### config.mk
export PLATFORM = sky130hd
export DESIGN_NAME = rs_latch_driver
export DESIGN_NICKNAME = d
export VERILOG_FILES = /design/src/rtl/rs_latch_driver.sv
export SDC_FILE = /design/constraint.sdc
export NUM_CORES = 1
export LEC_CHECK = 0
export ABC_AREA = 1
export CAP_MARGIN = 5
export CELL_PAD_IN_SITES_DETAIL_PLACEMENT = 1
export CELL_PAD_IN_SITES_GLOBAL_PLACEMENT = 1
export CORE_MARGIN = 4
export CORE_UTILIZATION = 25
export DETAILED_ROUTE_END_ITERATION = 12
export PLACE_DENSITY_LB_ADDON = 0.1
export SETUP_SLACK_MARGIN = 0.15
export SLEW_MARGIN = 20
export SYNTH_ARGS = -nofsm -noshare
export SYNTH_HDL_FRONTEND = slang
export SYNTH_SLANG_ARGS = --single-unit
### constraint.sdc
create_clock -name clk_in -period 1.4 [get_ports clk_in]
set_input_delay 0.35 -clock clk_in [delete_from_list [all_inputs] [get_ports clk_in]]
set_output_delay 0.35 -clock clk_in [all_outputs]
set_load 0.005 [all_outputs]
### src/rtl/rs_latch_driver.sv
// Clocked sequencer for an asynchronous NAND RS latch: issues one non-overlapping
// active-low set/reset pulse per request, then verifies the synchronized feedback.
module rs_latch_driver #(
   parameter int PULSE_W = 4,
   parameter int SETTLE  = 2,
   parameter int GAP_W   = 2,
   parameter int CNT_W   = 8
) (
   input  logic             clk_in,
   input  logic             rst_in,
   input  logic             req_valid_in,
   input  logic             req_set_in,
   output logic             req_ready_out,
   output logic             s_n_out,
   output logic             r_n_out,
   input  logic             q_in,
   input  logic             qbar_in,
   output logic             done_out,
   output logic             err_out,
   output logic             fault_out,
   output logic [CNT_W-1:0] err_cnt_out
);

   localparam int MAXD = (PULSE_W > SETTLE) ? ((PULSE_W > GAP_W) ? PULSE_W : GAP_W)
                                            : ((SETTLE > GAP_W) ? SETTLE : GAP_W);
   localparam int TW = (MAXD > 1) ? $clog2(MAXD) : 1;
   localparam logic [TW-1:0]    TMR_ONE = 1;
   localparam logic [CNT_W-1:0] CNT_ONE = 1;

   typedef enum logic [1:0] {S_IDLE, S_PULSE, S_SETTLE, S_GAP} state_t;

   state_t           state_q;
   logic [TW-1:0]    tmr_q;
   logic             cmd_q;
   logic             s_n_q, r_n_q;
   logic             done_q, err_q, fault_q;
   logic [CNT_W-1:0] err_cnt_q;
   logic             q_s1_q, q_s2_q, qb_s1_q, qb_s2_q;
   logic             chk_err_d;

   // Anything other than the exact commanded complementary pair is a failure.
   assign chk_err_d = !((q_s2_q == cmd_q) && (qb_s2_q == !cmd_q));

   always_ff @(posedge clk_in) begin
      if (rst_in) begin
         state_q   <= S_IDLE;
         tmr_q     <= '0;
         cmd_q     <= 1'b0;
         s_n_q     <= 1'b1;
         r_n_q     <= 1'b1;
         done_q    <= 1'b0;
         err_q     <= 1'b0;
         fault_q   <= 1'b0;
         err_cnt_q <= '0;
         q_s1_q    <= 1'b0;
         q_s2_q    <= 1'b0;
         qb_s1_q   <= 1'b0;
         qb_s2_q   <= 1'b0;
      end else begin
         q_s1_q  <= q_in;
         q_s2_q  <= q_s1_q;
         qb_s1_q <= qbar_in;
         qb_s2_q <= qb_s1_q;
         done_q  <= 1'b0;
         err_q   <= 1'b0;
         case (state_q)
            S_IDLE: begin
               if (req_valid_in) begin
                  // Exactly one of the two pulse lines goes low, so overlap is impossible.
                  cmd_q   <= req_set_in;
                  s_n_q   <= !req_set_in;
                  r_n_q   <= req_set_in;
                  tmr_q   <= TW'(PULSE_W - 1);
                  state_q <= S_PULSE;
               end
            end
            S_PULSE: begin
               if (tmr_q == '0) begin
                  s_n_q   <= 1'b1;
                  r_n_q   <= 1'b1;
                  tmr_q   <= TW'(SETTLE - 1);
                  state_q <= S_SETTLE;
               end else begin
                  tmr_q <= tmr_q - TMR_ONE;
               end
            end
            S_SETTLE: begin
               if (tmr_q == '0) begin
                  done_q <= 1'b1;
                  err_q  <= chk_err_d;
                  if (chk_err_d) begin
                     fault_q <= 1'b1;
                     if (err_cnt_q != '1) err_cnt_q <= err_cnt_q + CNT_ONE;
                  end
                  tmr_q   <= TW'(GAP_W - 1);
                  state_q <= S_GAP;
               end else begin
                  tmr_q <= tmr_q - TMR_ONE;
               end
            end
            S_GAP: begin
               if (tmr_q == '0) state_q <= S_IDLE;
               else             tmr_q   <= tmr_q - TMR_ONE;
            end
            default: state_q <= S_IDLE;
         endcase
      end
   end

   assign req_ready_out = (state_q == S_IDLE) && !rst_in;
   assign s_n_out       = s_n_q;
   assign r_n_out       = r_n_q;
   assign done_out      = done_q;
   assign err_out       = err_q;
   assign fault_out     = fault_q;
   assign err_cnt_out   = err_cnt_q;

endmodule

==> results of run 1 <==
-- per-stage QoR --
stage | util | area, um^2 | instances | TNS, ns
4_1_cts | 0.4321 | 2041 | 295 | 0
2_1_floorplan | - | 1221 | 175 | 0
5_1_grt | 0.4683 | 2212 | 299 | -0.09978
6_report | 0.4683 | 2212 | 299 | 0
3_3_place_gp | 0.3430 | 1620 | 277 | -1.731
3_5_place_dp | 0.3430 | 1620 | 277 | -1.796
-- what timing repair did --
action                     4_1_cts  5_1_grt
setup endpoints to repair       30       20
gates resized for setup         93       41
pin swaps                       22       25
setup buffers                   14        4
-- how the worst max path moves through the flow --
stage	end	slack, ns	cells past startpoint
4_1_cts	req_ready_out	0.003	5
6_report	req_ready_out	0.005	5
3_3_place_gp	req_ready_out	-0.34	3
5_1_grt	req_ready_out	-0.07	5
2_1_floorplan	err_cnt_out[5]$_SDFFE_PP0P_	0.16	8
3_5_place_dp	req_ready_out	-0.33	3
-- kinds of logic after synthesis --
kind of cell,after synthesis,synth area share
and+or+nand+nor,90,0.3446
buffers and inverters,35,0.1097
DFF,22,0.3610
AOI/OAI and AO/OA,17,0.07795
adders and majority gates,9,0.09231
xor gates and xnor gates,2,0.01436
-- layer usage --
| metal | share of wire | GRT usage | vias up | wire, um |
|---|---|---|---|---|
| li1 | - | - | 652 | - |
| met5 | 0 | 0 | - | 0 |
| met4 | 0.014 | 0.04270 | 0 | 53 |
| met1 | 0.40 | 0.1303 | 616 | 1525 |
| met2 | 0.56 | 0.2483 | 18 | 2109 |
| met3 | 0.029 | 0.02320 | 5 | 110 |
-- cell type report --
type                    count  area, um^2  area share
inverters                  33       141.4     0.06391
well taps                  67       83.83     0.03790
flip-flops and latches     22       461.7      0.2087
multi-input cells         118       974.7      0.4406
clock buffers               3       41.29     0.01867
clock inverters             1       30.03     0.01357
repair buffers             55       479.2      0.2166
-- where the power goes --
part / switching (uW) / total [uW] / internal [uW]
Clock: 238 / 620 / 382
Combinational: 1210 / 2350 / 1140
Sequential: 118 / 930 / 812
Total: 1570 / 3900 / 2340
-- placed cells by master (no fill, tap or decap), types with 5 or more instances in the layout --
| cell type | count |
|---|---|
| sky130_fd_sc_hd__dlygate4sd2_1 | 11 |
| sky130_fd_sc_hd__inv_1 | 18 |
| sky130_fd_sc_hd__buf_4 | 26 |
| sky130_fd_sc_hd__inv_2 | 9 |
| sky130_fd_sc_hd__nor2_2 | 7 |
| sky130_fd_sc_hd__nand2_1 | 26 |
| sky130_fd_sc_hd__dfxtp_2 | 11 |
| sky130_fd_sc_hd__nand3_2 | 5 |
| sky130_fd_sc_hd__nor2_1 | 20 |
| sky130_fd_sc_hd__clkdlybuf4s50_1 | 5 |
| sky130_fd_sc_hd__buf_6 | 10 |
| sky130_fd_sc_hd__ha_4 | 8 |
| sky130_fd_sc_hd__dfxtp_1 | 9 |
| sky130_fd_sc_hd__nor2_4 | 9 |
| sky130_fd_sc_hd__nand3_1 | 6 |
-- critical path: stages, from the launching register on --
cell                      delay [ns]
sky130_fd_sc_hd__dfxtp_2        0.35
sky130_fd_sc_hd__inv_4          0.07
sky130_fd_sc_hd__ha_4           0.13
sky130_fd_sc_hd__inv_2          0.03
sky130_fd_sc_hd__nor2_2         0.08
sky130_fd_sc_hd__buf_2          0.11
==> impl_metrics.yaml, run 1 <==
worst_setup_path:
  path_class: "reg2out"
  critical_path.reg2reg.startpoint: "state_q[0]$_SDFFE_PP0P_"
  worst_setup_path_start_kind: "flip-flop"
  worst-path-max-fanout: 2
  cp-end-kind: "output pin"
  timing.rr.end: "err_cnt_out[6]$_SDFFE_PP0P_"
  critPathRequiredTime_ns: 1.05
  timing.critical_path.from: "state_q[0]$_SDFFE_PP0P_"
  r2r_setup_slack_ns: 0.08
  ff2ff_path_depth: 10
  crit_arrival_ns: 1.05
synth:
  synthDominantAreaCellType: "sky130_fd_sc_hd__dfxtp_1"
  synth_enable_flop_cells: 0
  netlist_top_cells_area: "sky130_fd_sc_hd__dfxtp_1, sky130_fd_sc_hd__nand2_1, sky130_fd_sc_hd__nor2_1"
  mappedNetlistNets: 190
  synth-seq-area-share: 0.3610
  async_flop_share: 0
  synth_top_cells_by_count: "sky130_fd_sc_hd__nand2_1, sky130_fd_sc_hd__nor2_1, sky130_fd_sc_hd__inv_1, sky130_fd_sc_hd__dfxtp_1, sky130_fd_sc_hd__nand3_1"
  most_used_dff_post_synth: "sky130_fd_sc_hd__dfxtp_1"
  yosysUniqueCellTypes: 27
  synth_most_common_cell: "sky130_fd_sc_hd__nand2_1"
  synth_seq_cells: 22
  synthDominantCellAreaShare: 0.3610
  synthCells: 175
  yosysWarnings: 0
  syn-cell-area_mm2: 0.001220
  avgSynthCellArea_um2: 6.971
power:
  power_density_mw_per_mm2: 1764
  total_power_uw: 3903
  static_leak_uw: 0.001010
  power.ir.vdd_worst_uv: 904.5
finish:
  drive_gt1_frac: 0.5086
  n_antenna_cell: 0
  flow.area_growth_from_synthesis_pct: 81.33
  largest_register_ffs: 8
  fillerInstances: 557
  nets: 248
route:
  drt-total-wl_mm: 3.798
  vias: 1291
  drt_pre_antenna_iters: 4
  first_iteration_detailed_routing_drc_count: 37
  detail-route-antenna-nets: 0
  vias_per_cell: 4.318
  detail_route.wl_per_cell_um: 12.70
  drc_markers: 0
cts:
  cts_tree: "built"
  clk_transition_reported_paths_ns: 0.09
  clock_insertion_delay_worst_skew_ns: 0.27
  clock_tree.buffer_depth: 2
  h-tree-depth: 1
  clock_tree.root_cell: "sky130_fd_sc_hd__clkbuf_8"
  numCtsBuffers: 3
  cts_hold_buffers: 0
  cts_num_sinks: 22
sta:
  worst_slew_pin_slew_ns: 0.2189
  fin_worst_skew_ns: 0.001926
  timing.final.hold_violations: 0
  post-route-min-period_ns: 1.395
  setup_viol_count_final: 0
  timing_max_transition_violations_final: 0
  achievable-frequency_ghz: 0.7167
  layout_worst_path_cycle_share: 0.9966
  hold-worst-slack_ns: 0.4112
  rsz_0062_raised_after_global_routing: "true"
  final.setup.worst_slack_ns: 0.004709
  max_slew_margin: 0.8535
global_route:
  grt_overall_usage: 0.1259
  grt_pass1_vias: 1421
  maximum_number_of_pins_on_one_net_before_global_route_repair: 14
  grt_pass1_wl_mm: 6.147
  grt_antenna_before_repair: 0
  grt_overflow: 0
floorplan:
  fp-row-count: 25
  boundaryPins: 20
  std_cell_core_area_mm2: 0.004723
  initial_utilization: 0.2583
  chipWidth_um: 77.86
  fp.dieArea_mm2: 0.006061
  chipHeight_um: 77.86
worst_hold_path:
  hold_path_startpoint: "q_s1_q$_SDFF_PP0_"
  holdCritPathClass: "reg2reg"
  worst_hold_path_endpoint: "q_s2_q$_SDFF_PP0_"
  timing.hold.worst_path_depth: 2
status:
  run_status: "finished clean"
placement:
  place_worst_setup_slack_ns: -0.3261
  port-buffer-count: 19
  gp_congestion: 0.7323
  place_hpwl_mm: 2.530
flow_run:
  max-cap-violations: 0
Note: power is estimated with default switching activity, not from simulation.
==> inputs of run 2 (changes only) <==
Settings changed: CORE_UTILIZATION 25 to 30.
==> impl_metrics.yaml, run 2 (synthesis results as in run 1) <==
status:
  run_status: "finished clean"
finish:
  layout_common_cells: "sky130_fd_sc_hd__nand2_1, sky130_fd_sc_hd__nor2_1, sky130_fd_sc_hd__buf_4, sky130_fd_sc_hd__inv_1, sky130_fd_sc_hd__dlygate4sd2_1"
  largest_register_ffs: 8
  most_common_cell_after_layout_fill_and_taps_aside: "sky130_fd_sc_hd__nand2_1"
  drive_gt1_frac: 0.4598
  n_antenna_cell: 0
  flow.area_growth_from_synthesis_pct: 65.03
  nets: 241
global_route:
  grt_antenna_before_repair: 0
  grt_overall_usage: 0.1536
  grt_pass1_vias: 1401
  maximum_number_of_pins_on_one_net_before_global_route_repair: 15
  grt_pass1_wl_mm: 6.230
  grt_overflow: 0
worst_hold_path:
  hold_path_startpoint: "q_s1_q$_SDFF_PP0_"
  holdCritPathClass: "reg2reg"
power:
  static_leak_uw: 0.0009513
  power.switching_fraction: 0.4162
  share_clk_of_total_power: 0.119
  power_report.internal_total_uw: 1949
  p_switching_uw: 1390
  seq_power_share: 0.270
  power.ir.vdd_worst_uv: 903.6
  part_of_the_power_in_combinational_logic: 0.611
  total_power_uw: 3339
  power_density_mw_per_mm2: 1658
sta:
  timing_max_transition_violations_final: 0
  post-route-min-period_ns: 1.356
  fin_worst_skew_ns: 0.002547
  achievable-frequency_ghz: 0.7373
  setup_viol_count_final: 0
  layout_worst_path_cycle_share: 0.9688
  rsz_0062_raised_after_global_routing: "true"
  worst_slew_pin_slew_ns: 0.3164
  final.setup.worst_slack_ns: 0.04367
  max_slew_margin: 0.7884
  timing.final.hold_violations: 0
route:
  vias: 1290
  vias_per_cell: 4.743
  drt_pre_antenna_iters: 4
  first_iteration_detailed_routing_drc_count: 23
  drt-total-wl_mm: 3.768
  detail_route.wl_per_cell_um: 13.85
  drc_markers: 0
  detail-route-antenna-nets: 0
cts:
  cts_hold_buffers: 0
  cts_tree: "built"
  numCtsBuffers: 3
  h-tree-depth: 1
  clk_transition_reported_paths_ns: 0.08
  clock_tree.buffer_depth: 2
  clock_insertion_delay_worst_skew_ns: 0.26
  clock_tree.root_cell: "sky130_fd_sc_hd__clkbuf_8"
  cts_num_sinks: 22
flow_run:
  max-cap-violations: 0
floorplan:
  initial_utilization: 0.3211
  std_cell_core_area_mm2: 0.003799
  boundaryPins: 20
  chipWidth_um: 71.77
  chipHeight_um: 71.77
  fp-row-count: 22
  fp.dieArea_mm2: 0.005151
placement:
  gp_congestion: 0.8544
  port-buffer-count: 19
  place_worst_setup_slack_ns: -0.3658
  place_hpwl_mm: 2.418
worst_setup_path:
  path_class: "reg2out"
  timing.critical_path.from: "state_q[0]$_SDFFE_PP0P_"
  worst-path-max-fanout: 2
  cp-end-kind: "output pin"
  worst_setup_path_start_kind: "flip-flop"
  critical_path.reg2reg.startpoint: "state_q[1]$_SDFFE_PP0P_"
  critPathRequiredTime_ns: 1.05
  crit_arrival_ns: 1.01
run 2: worst paths after layout:
path                           to  slack, ns  depth (start not counted)
min reg2reg     q_s2_q$_SDFF_PP0_       0.41                          2
max reg2reg  r_n_out$_SDFFE_PP1P_       0.06                         10
min             q_s2_q$_SDFF_PP0_       0.41                          2
max                 req_ready_out       0.04                          5
run 2: area by class of cell:
cell class | count | area (um^2)
well taps | 48 | 60.06
inverters | 33 | 131.4
fillers | 458 | 1785
repair buffers | 48 | 421.7
clock buffers | 3 | 41.29
flip-flops and latches | 22 | 455.4
multi-input cells | 118 | 903.4
run 2: critical path, cell delays in order (launching register included):
cell and delay (ns):
sky130_fd_sc_hd__dfxtp_2 0.33, sky130_fd_sc_hd__inv_2 0.07, sky130_fd_sc_hd__ha_4 0.13, sky130_fd_sc_hd__inv_2 0.03, sky130_fd_sc_hd__nor2_1 0.07, sky130_fd_sc_hd__buf_2 0.11
run 2: timing repair:
action	in CTS	in global routing
buffers inserted	12	4
pin swaps	19	19
setup endpoints to repair	30	18
gates resized for setup	76	32
run 2: routing by layer:
metal / share of wire / up-vias / GRT usage
met4: 0.026 / 0 / 0.08351
met1: 0.37 / 621 / 0.1544
li1: - / 638 / -
met2: 0.57 / 22 / 0.2949
met5: 0 / - / 0
met3: 0.031 / 9 / 0.02665
run 2: power by group through the flow:
stage	logic (uW)	clock network (uW)	registers, uW
CTS	1800	416	899
floorplan	711	0	922
global placement	1240	0	907
global route	2240	439	923
detailed placement	1300	0	921
finish	2040	398	902
run 2: through the flow:
step,cell area (um^2),TNS (ns),hold WS [ns],cells,util
after floorplan,1221,0,0.3883,175,-
after global placement,1572,-1.282,0.3953,253,0.4137
after detailed placement,1572,-1.795,0.4007,253,0.4137
after CTS,1878,0,0.4136,268,0.4944
after global routing,2013,-0.1058,0.4250,272,0.5300
final,2013,0,0.4112,272,0.5300
==> inputs of run 3 (changes only) <==
Settings changed: SLEW_MARGIN 20 to unset.
==> results of run 3 <==
Final layout, timing and power as in run 2 (identical DEF).
